===== src/rtl/magphase_gain_ctrl_pkg.sv =====
// magphase_gain_pkg
// Shared constants and types for the magphase gain sequencer:
//   - default settings-bus addresses of the gain, commit and ramp registers
//   - FSM state encoding
//   - fixed-point layout of the ramp accumulators
//   - settings-bus field widths used by the interface
package magphase_gain_pkg;

    localparam int DEF_SR_MAG_GAIN   = 192;
    localparam int DEF_SR_PHASE_GAIN = 193;
    localparam int DEF_SR_COMMIT     = 194;
    localparam int DEF_SR_RAMP       = 195;

    localparam int SET_ADDR_W = 8;
    localparam int SET_DATA_W = 32;

    localparam int GAIN_W        = 16;
    localparam int FRAC_BITS     = 8;
    localparam int MAX_RAMP_LOG2 = 8;
    // Two guard bits above the 16-bit gain field keep the accumulator
    // sign-correct while it walks between two full-scale gains.
    localparam int ACC_W         = 26;

    typedef enum logic [1:0] {
        ST_IDLE  = 2'd0,
        ST_ARMED = 2'd1,
        ST_RAMP  = 2'd2
    } state_e;

endpackage


===== src/rtl/magphase_gain_ctrl_if.sv =====
// magphase_gain_ctrl_if
// Groups the settings-bus write port and the monitored AXI-stream
// handshake that the gain sequencer watches for packet boundaries.
//   set_stb / set_addr / set_data : settings write strobe, address, data
//   mon_tvalid / mon_tready / mon_tlast : observed stream handshake
// master: the side that produces these signals (noc_shell / testbench)
// slave : the gain sequencer, which only observes them
interface magphase_gain_ctrl_if;
    import magphase_gain_pkg::*;

    logic                  set_stb;
    logic [SET_ADDR_W-1:0] set_addr;
    logic [SET_DATA_W-1:0] set_data;
    logic                  mon_tvalid;
    logic                  mon_tready;
    logic                  mon_tlast;

    modport master (
        output set_stb, set_addr, set_data,
        output mon_tvalid, mon_tready, mon_tlast
    );

    modport slave (
        input set_stb, set_addr, set_data,
        input mon_tvalid, mon_tready, mon_tlast
    );

endinterface


===== src/rtl/magphase_gain_ctrl_gain_ramp_chan.sv =====
// gain_ramp_chan
// One gain channel of the sequencer: a signed 26-bit accumulator with
// 8 fractional bits whose integer part is the live gain.
//   clk, rst_n    : clock, asynchronous active-low reset
//   apply_direct  : latch shadow as target and load it immediately
//   apply_ramp    : latch shadow as target, compute per-beat step, restart
//                   the accumulator from the current live gain
//   step_en       : add one step (one accepted ramp sample)
//   snap          : force the accumulator onto the target (final ramp step)
//   shadow        : newest shadow gain from the settings bus
//   ramp_k        : log2 of the ramp length, already clamped to 0..8
//   gain          : live gain, signed, registered
module gain_ramp_chan
    import magphase_gain_pkg::*;
#(
    parameter logic [15:0] GAIN_RESET = 16'd1024
) (
    input  logic               clk,
    input  logic               rst_n,
    input  logic               apply_direct,
    input  logic               apply_ramp,
    input  logic               step_en,
    input  logic               snap,
    input  logic signed [15:0] shadow,
    input  logic [3:0]         ramp_k,
    output logic signed [15:0] gain
);

    logic signed [ACC_W-1:0] acc;
    logic signed [ACC_W-1:0] step;
    logic signed [ACC_W-1:0] step_next;
    logic signed [15:0]      target;
    logic signed [16:0]      diff;
    logic [3:0]              shamt;

    // Place a 16-bit gain in the integer field of the accumulator.
    function automatic logic signed [ACC_W-1:0] widen(input logic [15:0] g);
        return {{(ACC_W-GAIN_W-FRAC_BITS){g[15]}}, g, {FRAC_BITS{1'b0}}};
    endfunction

    // The step is diff * 2^(8-k) in accumulator units, i.e. diff/2^k gain
    // units, so 2^k steps land exactly on target*256 with no rounding.
    assign diff      = {shadow[15], shadow} - {gain[15], gain};
    assign shamt     = 4'(MAX_RAMP_LOG2) - ramp_k;
    assign step_next = $signed({{(ACC_W-17){diff[16]}}, diff}) <<< shamt;
    assign gain      = acc[FRAC_BITS+GAIN_W-1:FRAC_BITS];

    always_ff @(posedge clk or negedge rst_n) begin
        if (!rst_n) begin
            acc    <= widen(GAIN_RESET);
            target <= GAIN_RESET;
            step   <= '0;
        end else if (apply_direct) begin
            target <= shadow;
            acc    <= widen(shadow);
        end else if (apply_ramp) begin
            // Restart from the truncated live value so a ramp that follows an
            // abort still has an integer start point and lands exactly.
            target <= shadow;
            step   <= step_next;
            acc    <= widen(gain);
        end else if (snap) begin
            acc <= widen(target);
        end else if (step_en) begin
            acc <= acc + step;
        end
    end

endmodule


===== src/rtl/magphase_gain_ctrl.sv =====
// magphase_gain_ctrl
// Sequences the magnitude and phase gains feeding the magphase gain
// multipliers. Settings writes land in shadow registers; a commit applies
// both shadows together at a packet boundary of the monitored stream,
// optionally ramping linearly over 2^k accepted samples.
//   ce_clk, ce_rst_n : clock, asynchronous active-low reset
//   bus              : settings-bus write port and monitored stream handshake
//   mag_gain         : live magnitude gain, signed
//   phase_gain       : live phase gain, signed
//   busy             : sequencer is armed or ramping
//   commit_count     : number of applied commits, wraps
module magphase_gain_ctrl
    import magphase_gain_pkg::*;
#(
    parameter int          SR_MAG_GAIN   = DEF_SR_MAG_GAIN,
    parameter int          SR_PHASE_GAIN = DEF_SR_PHASE_GAIN,
    parameter int          SR_COMMIT     = DEF_SR_COMMIT,
    parameter int          SR_RAMP       = DEF_SR_RAMP,
    parameter logic [15:0] GAIN_RESET    = 16'd1024
) (
    input  logic                ce_clk,
    input  logic                ce_rst_n,
    magphase_gain_ctrl_if.slave bus,
    output logic signed [15:0]  mag_gain,
    output logic signed [15:0]  phase_gain,
    output logic                busy,
    output logic [15:0]         commit_count
);

    localparam logic [1:0] S_IDLE  = ST_IDLE;
    localparam logic [1:0] S_ARMED = ST_ARMED;
    localparam logic [1:0] S_RAMP  = ST_RAMP;

    logic [1:0]         state;
    logic               in_pkt;
    logic               pend;
    logic [8:0]         cnt;
    logic               ramp_en;
    logic [3:0]         ramp_k;
    logic signed [15:0] mag_shadow;
    logic signed [15:0] phase_shadow;

    logic hs;
    logic apply;
    logic commit_wr;
    logic abort_wr;
    logic last_step;
    logic unused_set_data;

    assign hs        = bus.mon_tvalid & bus.mon_tready;
    assign commit_wr = bus.set_stb & (bus.set_addr == 8'(SR_COMMIT)) & bus.set_data[0];
    assign abort_wr  = bus.set_stb & (bus.set_addr == 8'(SR_COMMIT)) & bus.set_data[1];

    // Safe to switch gains after the closing tlast beat, or on an idle cycle
    // while no packet is open.
    assign apply     = (state == S_ARMED) & ((hs & bus.mon_tlast) | (!in_pkt & !hs));
    assign last_step = (state == S_RAMP) & hs & (cnt == 9'd1);
    assign busy      = (state != S_IDLE);

    assign unused_set_data = ^bus.set_data[31:16];

    // Packet tracking: open on a non-last beat, closed by the tlast beat.
    always_ff @(posedge ce_clk or negedge ce_rst_n) begin
        if (!ce_rst_n) begin
            in_pkt <= 1'b0;
        end else if (hs) begin
            in_pkt <= !bus.mon_tlast;
        end
    end

    // Shadow gains and ramp configuration; writable in every state. Ramp
    // settings are only consumed at apply, so changing them mid-ramp
    // affects the next commit only.
    always_ff @(posedge ce_clk or negedge ce_rst_n) begin
        if (!ce_rst_n) begin
            mag_shadow   <= GAIN_RESET;
            phase_shadow <= GAIN_RESET;
            ramp_en      <= 1'b0;
            ramp_k       <= 4'd0;
        end else if (bus.set_stb) begin
            if (bus.set_addr == 8'(SR_MAG_GAIN)) begin
                mag_shadow <= bus.set_data[15:0];
            end
            if (bus.set_addr == 8'(SR_PHASE_GAIN)) begin
                phase_shadow <= bus.set_data[15:0];
            end
            if (bus.set_addr == 8'(SR_RAMP)) begin
                ramp_en <= bus.set_data[4];
                ramp_k  <= (bus.set_data[3:0] > 4'(MAX_RAMP_LOG2)) ?
                           4'(MAX_RAMP_LOG2) : bus.set_data[3:0];
            end
        end
    end

    // Commit sequencer. Abort wins over everything, including a commit bit
    // in the same word, and simply leaves the accumulators where they are.
    always_ff @(posedge ce_clk or negedge ce_rst_n) begin
        if (!ce_rst_n) begin
            state        <= S_IDLE;
            pend         <= 1'b0;
            cnt          <= 9'd0;
            commit_count <= 16'd0;
        end else if (abort_wr) begin
            state <= S_IDLE;
            pend  <= 1'b0;
        end else begin
            case (state)
                S_IDLE: begin
                    if (commit_wr) begin
                        state <= S_ARMED;
                    end
                end
                S_ARMED: begin
                    if (apply) begin
                        commit_count <= commit_count + 16'd1;
                        if (ramp_en) begin
                            cnt   <= 9'd1 << ramp_k;
                            state <= S_RAMP;
                        end else begin
                            state <= S_IDLE;
                        end
                    end
                end
                S_RAMP: begin
                    if (commit_wr) begin
                        pend <= 1'b1;
                    end
                    if (hs) begin
                        cnt <= cnt - 9'd1;
                        if (cnt == 9'd1) begin
                            state <= (pend | commit_wr) ? S_ARMED : S_IDLE;
                            pend  <= 1'b0;
                        end
                    end
                end
                default: begin
                    state <= S_IDLE;
                end
            endcase
        end
    end

    logic apply_direct;
    logic apply_ramp;
    logic step_en;
    logic snap;

    assign apply_direct = apply & !ramp_en & !abort_wr;
    assign apply_ramp   = apply &  ramp_en & !abort_wr;
    assign snap         = last_step & !abort_wr;
    assign step_en      = (state == S_RAMP) & hs & (cnt != 9'd1) & !abort_wr;

    gain_ramp_chan #(.GAIN_RESET(GAIN_RESET)) u_mag_chan (
        .clk          (ce_clk),
        .rst_n        (ce_rst_n),
        .apply_direct (apply_direct),
        .apply_ramp   (apply_ramp),
        .step_en      (step_en),
        .snap         (snap),
        .shadow       (mag_shadow),
        .ramp_k       (ramp_k),
        .gain         (mag_gain)
    );

    gain_ramp_chan #(.GAIN_RESET(GAIN_RESET)) u_phase_chan (
        .clk          (ce_clk),
        .rst_n        (ce_rst_n),
        .apply_direct (apply_direct),
        .apply_ramp   (apply_ramp),
        .step_en      (step_en),
        .snap         (snap),
        .shadow       (phase_shadow),
        .ramp_k       (ramp_k),
        .gain         (phase_gain)
    );

endmodule


===== src/flat_wrapper.sv =====
// flat-port wrapper written by rule: the top's interface ports become plain ports
module magphase_gain_ctrl_flat import magphase_gain_pkg::*;
#(
    parameter int          SR_MAG_GAIN   = DEF_SR_MAG_GAIN,
    parameter int          SR_PHASE_GAIN = DEF_SR_PHASE_GAIN,
    parameter int          SR_COMMIT     = DEF_SR_COMMIT,
    parameter int          SR_RAMP       = DEF_SR_RAMP,
    parameter logic [15:0] GAIN_RESET    = 16'd1024
)
  (ce_clk, ce_rst_n, mag_gain, phase_gain, busy, commit_count, bus_set_stb, bus_set_addr, bus_set_data, bus_mon_tvalid, bus_mon_tready, bus_mon_tlast);
  magphase_gain_ctrl_if bus_i ();
  input  logic ce_clk;
  input  logic ce_rst_n;
  output logic signed [15:0] mag_gain;
  output logic signed [15:0] phase_gain;
  output logic busy;
  output logic [15:0] commit_count;
  input wire logic [$bits(bus_i.set_stb)-1:0] bus_set_stb;
  input wire logic [$bits(bus_i.set_addr)-1:0] bus_set_addr;
  input wire logic [$bits(bus_i.set_data)-1:0] bus_set_data;
  input wire logic [$bits(bus_i.mon_tvalid)-1:0] bus_mon_tvalid;
  input wire logic [$bits(bus_i.mon_tready)-1:0] bus_mon_tready;
  input wire logic [$bits(bus_i.mon_tlast)-1:0] bus_mon_tlast;
  assign bus_i.set_stb = bus_set_stb;
  assign bus_i.set_addr = bus_set_addr;
  assign bus_i.set_data = bus_set_data;
  assign bus_i.mon_tvalid = bus_mon_tvalid;
  assign bus_i.mon_tready = bus_mon_tready;
  assign bus_i.mon_tlast = bus_mon_tlast;
  magphase_gain_ctrl #(.SR_MAG_GAIN(SR_MAG_GAIN), .SR_PHASE_GAIN(SR_PHASE_GAIN), .SR_COMMIT(SR_COMMIT), .SR_RAMP(SR_RAMP), .GAIN_RESET(GAIN_RESET)) u_core (.ce_clk(ce_clk), .ce_rst_n(ce_rst_n), .bus(bus_i), .mag_gain(mag_gain), .phase_gain(phase_gain), .busy(busy), .commit_count(commit_count));
endmodule

===== config.mk =====
export PLATFORM = sky130hd
export DESIGN_NAME = magphase_gain_ctrl_flat
export DESIGN_NICKNAME = d
export VERILOG_FILES = /design/src/rtl/magphase_gain_ctrl_pkg.sv /design/src/rtl/magphase_gain_ctrl_if.sv /design/src/rtl/magphase_gain_ctrl_gain_ramp_chan.sv /design/src/rtl/magphase_gain_ctrl.sv /design/src/flat_wrapper.sv
export SDC_FILE = /design/constraint.sdc
export NUM_CORES = 1
export LEC_CHECK = 0
export BUFFER_PORTS_ARGS = -buffer_cell sky130_fd_sc_hd__buf_2
export CAP_MARGIN = 20
export CORE_ASPECT_RATIO = 0.9
export CORE_UTILIZATION = 30
export CTS_CLUSTER_DIAMETER = 60
export DETAILED_ROUTE_END_ITERATION = 8
export PLACE_DENSITY = 0.5
export SLEW_MARGIN = 20
export SYNTH_ARGS = -nofsm -noshare
export SYNTH_HDL_FRONTEND = slang
export SYNTH_SLANG_ARGS = --single-unit

===== constraint.sdc =====
create_clock -name ce_clk -period 3.5 [get_ports ce_clk]
set_input_delay 0.7 -clock ce_clk [delete_from_list [all_inputs] [get_ports ce_clk]]
set_output_delay 0.7 -clock ce_clk [all_outputs]
set_load 0.01 [all_outputs]

==> results.py <==
metrics = {
    "drt": {
        "vias_per_cell": 5.45,
        "wl_mm": 47.1,
        "wl_per_cell_um": 20.2,
        "antenna_left": 0,
        "dr_total_vias": 12700,
        "drtIter0Drc": 1015,
        "drc": 0,
        "dr.pass1.iters": 5,
    },
    "worst_setup_path": {
        "cp.arrival_ps": 3660,
        "critPathMaxFanout": 7,
        "crit_required_ps": 3840,
        "reg2reg_setup_slack_ps": 180,
        "endpoint_kind": "flop",
        "worstSetupPathType": "reg -> reg",
        "startpoint_type": "flop",
        "worstRegToRegCells": 12,
    },
    "die": {
        "rows": 75,
        "start_util": 0.306,
        "die_y_um": 209,
        "ios": 95,
        "die_x_um": 232,
        "dieArea_um2": 48700,
        "core_um2": 46900,
    },
    "finish": {
        "final_common_cell": "nand2_1",
        "drive_gt1_frac": 0.143,
        "diodes": 0,
        "nets": 1839,
        "finalCoreUtilization": 0.340,
        "syn2layout_area_growth_pct": 11.3,
        "mostFrequentLayoutCells": "nand2_1, dfrtp_1, o21ai_0",
    },
    "global_routing": {
        "antenna_found_initial": 1,
        "overflow": 0,
        "grt_pass1_vias": 12100,
        "grt_max_degree": 72,
        "grt_pass1_wl_mm": 72.5,
        "gr-usage-all-layers": 0.197,
    },
    "logic_synthesis": {
        "synth_cells": 1661,
        "ys_async_sr_fraction": 1.00,
        "synth_edf_count": 0,
        "ys_seq_elements": 194,
        "syn_area_um2": 14300,
        "avgSynthCellArea_um2": 8.63,
        "ys.flop_type": "dfrtp_1",
        "synth_fp_nets": 1802,
        "synth_cell_types": 91,
        "seq_area_frac_synth": 0.339,
        "synth_warnings": 0,
    },
    "sta": {
        "maxSlewViolCount": 0,
        "rsz0062_at_grt": "false",
        "finalCritPeriodShare": 0.950,
        "setup-tns-final_ps": 0,
        "finalClockSkew_ps": 17.0,
        "tightest_slew_ps": 865,
        "period_needed_ps": 3320,
        "fmax_mhz": 301,
        "setup_violations": 0,
        "slew_headroom": 0.421,
        "hold_violations": 0,
    },
    "clock_tree": {
        "root_buffer": "clkbuf_16",
        "cts_sinks": 194,
        "cts_inserted_buffers": 17,
        "htree_levels": 4,
        "cts_tree": "yes",
        "cts_max_path_buffers": 2,
        "clock_latency_ps": 480,
        "cts_setup_buffers": 0,
        "clkSlewWorstSetupHoldPaths_ps": 80,
    },
    "power_and_ir_drop": {
        "p_leak_nw": 7.46,
        "power.density_nw_per_um2": 801,
        "power_mw": 12.8,
        "ir_drop_mv": 0.457,
    },
    "placed_design": {
        "place.gp.congestion": 0.960,
        "hpwl_mm": 36.2,
        "portBuffers": 78,
    },
    "job": {
        "timing.max_cap.violations": 0,
    },
    "status": {
        "status": "finished clean",
    },
    "min_path": {
        "min_path_type": "in -> async",
    },
}
flip-flops by register name, summed over array words and instances, names as in the netlist:
name / cells
u_core.u_mag_chan.acc: 24
u_core.u_mag_chan.step: 24
u_core.u_phase_chan.acc: 24
u_core.u_phase_chan.step: 24
u_core.commit_count: 16
u_core.mag_shadow: 16
u_core.phase_shadow: 16
u_core.u_mag_chan.target: 16
u_core.u_phase_chan.target: 16
u_core.cnt: 9
u_core.ramp_k: 4
u_core.state: 2
u_core.in_pkt: 1
u_core.pend: 1
u_core.ramp_en: 1
cell usage after synthesis (33+ instances only):
cell type	instances	area, µm²
nor3_1	39	195
xnor2_1	49	429
ha_1	91	1140
o21ai_0	129	646
clkbuf_1	54	203
mux2_2	36	405
inv_1	85	319
buf_4	33	248
nand2_1	234	878
dfrtp_1	188	4700
nor2_1	110	413
a21oi_1	92	460
area by class of cell:
type,instances,area (µm²)
clock buffers,21,470
clock inverters,11,108
fillers,4902,31000
inverters,85,319
multi-input cells,1272,8610
flip-flops and latches,194,4860
well taps,616,771
repair buffers,128,812
stage by stage:
stage,std cells,setup slack (ps),area (µm²),hold WS [ps]
final,2327,175,16000,271
after global routing,2327,53.0,16000,309
after CTS,2327,129,15900,264
after detailed placement,2295,162,15400,447
after global placement,2295,226,15400,451
after floorplan,1661,312,14300,404
worst max-delay path, cell delays in order, from the launching register on:
cell and delay (ps):
dfrtp_1 350, inv_1 100, ha_1 230, fa_1 440
nand2b_1 210, a21oi_2 260, nor3_1 110, o31ai_1 340
a2111oi_0 170, a21o_1 280, mux4_2 530, nand2_1 90
a31oi_1 80
path summary, 6_finish.rpt:
| path | start | end |
|---|---|---|
| worst max-delay path | u_core.mag_shadow[0]$_DFFE_PN0P_ | u_core.u_mag_chan.step[20]$_DFFE_PN0P_ |
| worst min register to register | u_core.u_phase_chan.target[10]$_DFFE_PN1P_ | u_core.u_phase_chan.target[10]$_DFFE_PN1P_ |
| min in group ce_clk | u_core.u_phase_chan.target[10]$_DFFE_PN1P_ | u_core.u_phase_chan.target[10]$_DFFE_PN1P_ |
| max in group asynchronous | ce_rst_n | u_core.u_phase_chan.target[10]$_DFFE_PN1P_ |
| worst min-delay path | ce_rst_n | u_core.state[0]$_DFFE_PN0P_ |
| worst max register to register | u_core.mag_shadow[0]$_DFFE_PN0P_ | u_core.u_mag_chan.step[20]$_DFFE_PN0P_ |
power breakdown:
| group | internal [mW] | switching [mW] | leakage [nW] | total [mW] |
|---|---|---|---|---|
| sequential | 2.80 | 0.600 | 2.54 | 3.40 |
| combinational | 2.87 | 4.48 | 4.63 | 7.36 |
| clock | 1.00 | 1.02 | 0.290 | 2.02 |
| total | 6.68 | 6.10 | 7.46 | 12.8 |
per-layer routing:
metal  GRT usage  part of all wire  up-vias  wire, µm
met1       0.285              0.49     6189     22900
li1            -                 -     6093         -
met2       0.291              0.43      342     20200
met5           0           0.00019        -         9
met4      0.0748             0.030        2      1420
met3      0.0303             0.055       65      2600
timing repair:
item	4_1_cts	5_1_grt
setup endpoints to repair	0	8
resized for setup	0	2
hold buffers	0	0
cell families (layout without fill, tap and decap cells):
group                    after synthesis  count (layout)  share of synthesized area
multiplexers                          75              75                     0.0642
AO/OA/AOI/OAI                        496             496                      0.232
XOR/XNOR                              80              80                     0.0489
buffers and inverters                195             245                     0.0645
adder cells (fa/ha/maj)               95              95                     0.0850
flip-flops                           194             194                      0.339
AND/OR/NAND/NOR                      526             526                      0.167
Power figures use the tool's default switching activity.
